[src/rtl/fifo_uart_tx.sv]
// fifo_uart_tx
//   Pulls bytes from the read side of a byte FIFO and sends each one as an
//   asynchronous UART frame: one start bit, DATA_W data bits LSB first, an
//   optional parity bit, then STOP_BITS stop bits. The line idles high.
//
// Ports
//   clk         in   system clock, rising edge
//   rst         in   asynchronous active-low reset
//   en          in   1 = a new frame may be started
//   fifo_empty  in   FIFO empty flag
//   fifo_dout   in   FIFO read data, valid the cycle after a fifo_rd cycle
//   fifo_rd     out  one-cycle read strobe per byte
//   tx          out  serial line
//   busy        out  high whenever the transmitter is not idle
//   byte_done   out  one-cycle pulse in the last clk of the last stop bit
//
// Every output is a flop loaded from the next-state values, so all outputs
// are glitch-free and go to their idle levels as soon as rst falls.
module fifo_uart_tx #(
    parameter int CLKS_PER_BIT = 16,
    parameter int DATA_W       = 8,
    parameter int PARITY_EN    = 0,
    parameter int PARITY_ODD   = 0,
    parameter int STOP_BITS    = 1
) (
    input  logic              clk,
    input  logic              rst,
    input  logic              en,
    input  logic              fifo_empty,
    input  logic [DATA_W-1:0] fifo_dout,
    output logic              fifo_rd,
    output logic              tx,
    output logic              busy,
    output logic              byte_done
);

    localparam int CNT_W = (CLKS_PER_BIT > 1) ? $clog2(CLKS_PER_BIT) : 1;
    localparam int IDX_W = $clog2(DATA_W + 1);

    localparam logic [CNT_W-1:0] CNT_LAST  = CNT_W'(CLKS_PER_BIT - 1);
    localparam logic [IDX_W-1:0] DATA_LAST = IDX_W'(DATA_W - 1);
    localparam logic [IDX_W-1:0] STOP_LAST = IDX_W'(STOP_BITS - 1);
    localparam logic             HAS_PAR   = (PARITY_EN != 0);
    localparam logic             ODD_PAR   = (PARITY_ODD != 0);

    typedef enum logic [2:0] {
        S_IDLE,
        S_RD,
        S_CAP,
        S_START,
        S_DATA,
        S_PAR,
        S_STOP
    } state_t;

    state_t              state_q, state_d;
    logic [CNT_W-1:0]    cnt_q, cnt_d;       // clk count inside the current bit
    logic [IDX_W-1:0]    idx_q, idx_d;       // data bit index, reused for stop bits
    logic [DATA_W-1:0]   shreg_q, shreg_d;
    logic                par_q, par_d;       // running XOR of sent data bits
    logic                tx_q, tx_d;
    logic                fifo_rd_q, fifo_rd_d;
    logic                busy_q, busy_d;
    logic                byte_done_q, byte_done_d;

    logic                bit_end;
    logic                start_ok;

    always_comb begin
        state_d  = state_q;
        cnt_d    = cnt_q;
        idx_d    = idx_q;
        shreg_d  = shreg_q;
        par_d    = par_q;
        bit_end  = (cnt_q == CNT_LAST);
        start_ok = en && !fifo_empty;

        case (state_q)
            S_IDLE: begin
                if (start_ok) begin
                    state_d = S_RD;
                end
            end
            S_RD: begin
                state_d = S_CAP;
            end
            S_CAP: begin
                // FIFO data became valid on the edge that ended RD.
                shreg_d = fifo_dout;
                par_d   = 1'b0;
                cnt_d   = '0;
                idx_d   = '0;
                state_d = S_START;
            end
            S_START: begin
                if (bit_end) begin
                    cnt_d   = '0;
                    state_d = S_DATA;
                end else begin
                    cnt_d = cnt_q + CNT_W'(1);
                end
            end
            S_DATA: begin
                if (bit_end) begin
                    cnt_d   = '0;
                    par_d   = par_q ^ shreg_q[0];
                    shreg_d = shreg_q >> 1;
                    if (idx_q == DATA_LAST) begin
                        idx_d   = '0;
                        state_d = HAS_PAR ? S_PAR : S_STOP;
                    end else begin
                        idx_d = idx_q + IDX_W'(1);
                    end
                end else begin
                    cnt_d = cnt_q + CNT_W'(1);
                end
            end
            S_PAR: begin
                if (bit_end) begin
                    cnt_d   = '0;
                    state_d = S_STOP;
                end else begin
                    cnt_d = cnt_q + CNT_W'(1);
                end
            end
            S_STOP: begin
                if (bit_end) begin
                    cnt_d = '0;
                    if (idx_q == STOP_LAST) begin
                        // Back-to-back frames go straight to RD, giving the
                        // two high clks (RD, CAP) before the next start bit.
                        idx_d   = '0;
                        state_d = start_ok ? S_RD : S_IDLE;
                    end else begin
                        idx_d = idx_q + IDX_W'(1);
                    end
                end else begin
                    cnt_d = cnt_q + CNT_W'(1);
                end
            end
            default: begin
                state_d = S_IDLE;
            end
        endcase

        // Outputs are decoded from the values the registers are about to
        // take, so the output flops line up with the state flops.
        fifo_rd_d   = (state_d == S_RD);
        busy_d      = (state_d != S_IDLE);
        byte_done_d = (state_d == S_STOP) && (cnt_d == CNT_LAST) && (idx_d == STOP_LAST);
        case (state_d)
            S_START: tx_d = 1'b0;
            S_DATA:  tx_d = shreg_d[0];
            S_PAR:   tx_d = par_d ^ ODD_PAR;
            default: tx_d = 1'b1;
        endcase
    end

    always_ff @(posedge clk or negedge rst) begin
        if (!rst) begin
            state_q     <= S_IDLE;
            cnt_q       <= '0;
            idx_q       <= '0;
            shreg_q     <= '0;
            par_q       <= 1'b0;
            tx_q        <= 1'b1;
            fifo_rd_q   <= 1'b0;
            busy_q      <= 1'b0;
            byte_done_q <= 1'b0;
        end else begin
            state_q     <= state_d;
            cnt_q       <= cnt_d;
            idx_q       <= idx_d;
            shreg_q     <= shreg_d;
            par_q       <= par_d;
            tx_q        <= tx_d;
            fifo_rd_q   <= fifo_rd_d;
            busy_q      <= busy_d;
            byte_done_q <= byte_done_d;
        end
    end

    assign fifo_rd   = fifo_rd_q;
    assign tx        = tx_q;
    assign busy      = busy_q;
    assign byte_done = byte_done_q;

endmodule

[config.mk]
export PLATFORM = sky130hd
export DESIGN_NAME = fifo_uart_tx
export DESIGN_NICKNAME = d
export VERILOG_FILES = /design/src/rtl/fifo_uart_tx.sv
export SDC_FILE = /design/constraint.sdc
export NUM_CORES = 1
export LEC_CHECK = 0
export ABC_AREA = 1
export CAP_MARGIN = 40
export CORE_MARGIN = 8
export CORE_UTILIZATION = 60
export DETAILED_ROUTE_END_ITERATION = 10
export PLACE_DENSITY = 0.84
export SYNTH_ARGS = -nofsm -noshare
export SYNTH_HDL_FRONTEND = slang
export SYNTH_SLANG_ARGS = --single-unit
[constraint.sdc]
create_clock -name clk -period 4.3 [get_ports clk]
set_clock_uncertainty 0.2 [all_clocks]
set_input_delay 0.86 -clock clk [delete_from_list [all_inputs] [get_ports clk]]
set_output_delay 0.86 -clock clk [all_outputs]
set_load 0.005 [all_outputs]
Word level (Yosys, flattened, before mapping)

Cells that the tools add are included.

Add/sub/neg operators: 2
Eq/ne operators: 15
Multiplexer cells: 21
Bitwise operators: 1
Reduce and logical (&&, ||, !) cells: 11

Operator list:

| cell                                                            | count |
|---|---|
| 3-bit two-way mux                                               | 7 |
| 3-bit case mux with 7 select lines                              | 1 |
| 4-bit two-way mux                                               | 5 |
| 3-bit == test, second input constant                            | 6 |
| 8-bit case mux with 2 select lines                              | 1 |
| 4-bit case mux with 3 select lines                              | 1 |
| 3-bit by 2-bit == test with 1-bit output, second input constant | 3 |
| 4-bit by 1-bit adder with 4-bit output, second input constant   | 2 |
| 4-bit == test, second input constant                            | 2 |
| 4-bit zero test                                                 | 2 |
| 8-bit two-way mux                                               | 1 |
| 4-bit case mux with 2 select lines                              | 1 |
| 3-bit by 1-bit == test with 1-bit output, second input constant | 2 |
| 4-bit by 3-bit == test with 1-bit output, second input constant | 1 |
| 4-bit OR reduction                                              | 1 |
| 1-bit logical AND                                               | 3 |
| 3-bit zero test                                                 | 1 |
| 1-bit case mux with 3 select lines                              | 1 |
| 3-bit nonzero test                                              | 1 |
| 1-bit two-way mux                                               | 2 |
| 2-bit != test, second input constant                            | 1 |
| 1-bit case mux with 2 select lines                              | 1 |
| 2-bit AND reduction                                             | 1 |
| 2-bit nonzero test                                              | 1 |
| 2 further kinds                                                 | 2 |

Bits in registers: 24
Input port bits: 12
Output and inout port bits: 4
Logic and storage cells: 60

Longest topological paths before layout

Depth after elaboration: 9
Gate-level depth with buffers: 12
Depth with buffers taken out: 12

Least setup slack after synthesis

No wires, ideal clock.

Path kind: in2reg
Start point: input en
End point: register byte_done_q, in the netlist byte_done
Library setup time: 116 ps
Arrival: 1,397 ps
Required time: 3,984 ps
Path slack: 2,587 ps
Stages: 7
Path buffers: 0
Path through: inv_1 > nor3_1 > nand2_2 > nand2_2 > nor2_1 > nand3_1 > nor2_1

Cells in the longest elaborated chain, start to end: 8
Elaborated cells on any way between the ends: 9
Those cells by class: eq/ne (1); mux (5); reduce/logical (3)

Ends and longest elaborated chain:

| what                                   | line | source |
|---|---|---|
| start: declaration                     | 28   | `input logic en,` |
| 1-bit logical AND (*)                  | 76   | `start_ok = en && !fifo_empty;` |
| 1-bit two-way mux                      | 133  | `state_d = start_ok ? S_RD : S_IDLE;` |
| 3-bit two-way mux                      | 129  | `if (idx_q == STOP_LAST) begin` |
| 3-bit two-way mux                      | 127  | `if (bit_end) begin` |
| 3-bit case mux with 7 select lines (*) | 78   | `case (state_q)` |
| via state_d[0]                         | 56   | `state_t state_q, state_d;` |
| 3-bit == test (*)                      | 150  | `byte_done_d = (state_d == S_STOP) && (cnt_d == CNT_LAST) && (idx_d == STOP_LAST);` |
| 1-bit logical AND (*) (2 in a row)     | 150  |  |
| via byte_done_d                        | 64   | `logic byte_done_q, byte_done_d;` |
| end signal: assignment                 | 179  | `byte_done_q <= byte_done_d;` |
| end: declaration                       | 64   |  |

The timed path passes the listed nets; every way through them passes the cells marked *.
A chain may end at the register's enable or synchronous reset.

Final worst setup path

Start point: register tx_q, in the netlist tx
End point: output tx

RTL lines:

| what                     | line | source |
|---|---|---|
| start: declaration       | 61   | `logic tx_q, tx_d;` |
| start signal: assignment | 176  | `tx_q <= tx_d;` |
| end: declaration         | 32   | `output logic tx,` |

No word-level cell between the ends.

==> results.yml <==
floorplan:
  core.rowCount: 18
  core_um2: 2390
  die_w_um: 65.4
  fp.dieArea_um2: 4280
  ios: 16
  fp.dieH_um: 65.4
  start_util_pct: 61.4
placed_design:
  dp_cells: 235
  placed_area_um2: 1630
  gp_congestion: 0.893
  dp_hpwl_um: 2440
  portBuffers: 15
hold_path:
  hold_depth: 3
  hp-class: "flop to flop"
synth:
  synth-edff-count: 0
  synth_top_family_by_area: "simple AND/OR/NAND/NOR gates"
  yosys-top-cells-count: "59 x nand2_1, 27 x nand3_1, 26 x inv_1, 23 x dfrtp_1, 11 x nor2_1"
  synth_fa_ha_area_share_pct: 2.56
  syn-instance-count: 193
  muxShareOfSynthArea_pct: 0
  synth-seq-area-share_pct: 41.1
  synth_seq_cells: 24
  yosysTopAreaCell: "dfrtp_1"
  yosys.area.top_type_share_pct: 39.3
  mappedNetlistArea_um2: 1470
  yosysUniqueCellTypes: 25
  ys.flop_type: "dfrtp_1"
  yosys_warnings: 0
  synth.most_common_cell: "nand2_1"
  syn_nets: 208
  ys_async_sr_fraction_pct: 100
  synth_compound_area_share_pct: 8.54
  yosys-top-cells-area: "dfrtp_1 39%, nand2_1 15%, nand3_1 9.2%"
  avgSynthCellArea_um2: 7.59
  synth_xor_area_share_pct: 0.598
  synthSimpleGateAreaFrac_pct: 36.5
global_routing:
  grtUsageTotal_pct: 15.3
  grt_pass1_vias: 1237
  antenna_found_initial: 0
  grt_pass1_wl_um: 5340
  overflow: 0
  grt_max_degree: 15
routing:
  dr_wl_met2_um: 1430
  drt_pass1_iterations: 4
  routed-wl-met3_um: 154
  routed-via-count: 1270
  routed_wl_um: 3030
  top_layer_used: "met4"
  wl_per_cell_um: 12.7
  drc: 0
  ant_nets: 0
  viasPerCell: 5.31
  drtIter0Drc: 63
  wl_met1_um: 1410
outcome:
  status: "completed"
sta:
  hold_violations: 0
  relSlewSlack_pct: 63.3
  finalSetupViolCount: 0
  fmax_ghz: 0.417
  period_needed_ns: 2.40
  tns_ns: 0
  rsz0062_at_grt: "false"
  period_share_pct: 55.7
  finalMaxSlewViolations: 0
  worst_pin_slew_ns: 0.548
  fin_hold_ws_ns: 0.346
layout:
  num_antenna_cells: 0
  drive_gt1_share_pct: 12.9
  areaGrowthSynthToFinish_pct: 13.7
  fin_nets: 225
  final_cells: 239
  stdcell_area_um2: 1670
  postLayoutCoreUtil_pct: 69.8
power_and_ir_drop:
  seqPwrFrac_pct: 61.3
  p_comb_share_pct: 6.8
  power_switching_uw: 81.3
  cellInternalPower_uw: 297
  power.leakage_uw: 0.000847
  power_density_nw_per_um2: 227
  clkPwrFrac_pct: 31.9
  netSwitchingFraction_pct: 21.5
  vdd_drop_max_mv: 0.227
critical_path:
  cp-end-kind: "output pin"
  timing.critical_path.buf_inv: 1
  worstSetupPathType: "flop to output pin"
  cp_cell_sequence: "clkdlybuf4s50_1"
  crit_family: "flip-flops"
  critPathMaxStageDelay_ns: 0.54
  cp_data_arrival_time_ns: 1.34
  startpoint_type: "flop"
  cp.depth: 1
  slowest_stage: "dfstp_2"
  crit_fanout: 1
  crit_required_ns: 3.24
  reg2regPathDepth: 10
clock_network:
  cts_resized: 0
  cts.sinks: 24
  cts_root_buffer: "clkbuf_4"
  path_clk_slew_ns: 0.13
  cts_buffers: 3
  h-tree-depth: 1
  cts_setup_buffers: 0
  tritoncts: "built"
  clockBufferDepth: 2
  clkLatencyLatePin_ns: 0.31
  holdBufCountCts: 0
run:
  drv_cap: 0
==> placed cells by master (no fill, tap or decap), types with 2 or more instances in the layout <==
cell / n
nand2_1: 59
nand3_1: 27
inv_1: 26
dfrtp_1: 23
clkdlybuf4s50_1: 15
nor2_1: 11
inv_2: 6
nand4_1: 5
o221ai_1: 4
nand3_2: 3
nand2_2: 3
o21ai_2: 3
o21ai_0: 3
ha_1: 3
clkbuf_4: 3
nand2_4: 2
nor2_4: 2
o211ai_1: 2
==> power by group through the flow <==
stage / Combinational [uW] / Clock, uW / Sequential (uW)
final: 25.8 / 120 / 232
after global routing: 28.7 / 129 / 232
after CTS: 26.4 / 121 / 232
after detailed placement: 26.3 / 0 / 236
after global placement: 24.0 / 0 / 236
after floorplan: 7.76 / 0 / 236
==> layout make-up <==
cell class / instances / area, um^2
tap: 30 / 37.5
fill: 217 / 721
sequential: 24 / 602
inverter: 32 / 120
timing repair buffer: 16 / 165
multi-input combinational: 133 / 706
clock buffer: 4 / 36.3
==> registers in the layout (all words and copies together) (netlist names) <==
| register | flops |
|---|---|
| shreg_q | 8 |
| cnt_q | 4 |
| idx_q | 4 |
| state_q | 3 |
| busy | 1 |
| byte_done | 1 |
| fifo_rd | 1 |
| par_q | 1 |
| tx | 1 |
==> kinds of logic after synthesis <==
family,Yosys count
AO/OA/AOI/OAI,15
XOR/XNOR,1
adder cells (fa/ha/maj),3
buffers and inverters,36
flip-flops,24
AND/OR/NAND/NOR,114
==> per-layer routing <==
layer | vias up | GRT usage [%]
li1 | 652 | -
met2 | 29 | 24.5
met3 | 4 | 2.72
met5 | - | 0
met1 | 585 | 20.4
met4 | 0 | 5.18
==> stage by stage <==
stage,total power (uW),setup WS (ns)
floorplan,244,2.59
global placement,260,1.93
detailed placement,262,2.04
CTS,379,1.89
global route,390,1.87
finish,378,1.90
==> final timing paths <==
kind                           from   endpoint  slack (ns)
max reg2reg                cnt_q[0]  byte_done        2.21
min                           par_q      par_q        0.35
min in group asynchronous       rst   idx_q[1]        0.68
max in group asynchronous       rst         tx        2.65
min reg2reg                   par_q      par_q        0.35
max                              tx         tx        1.90
(Power assumes the default switching activity.)
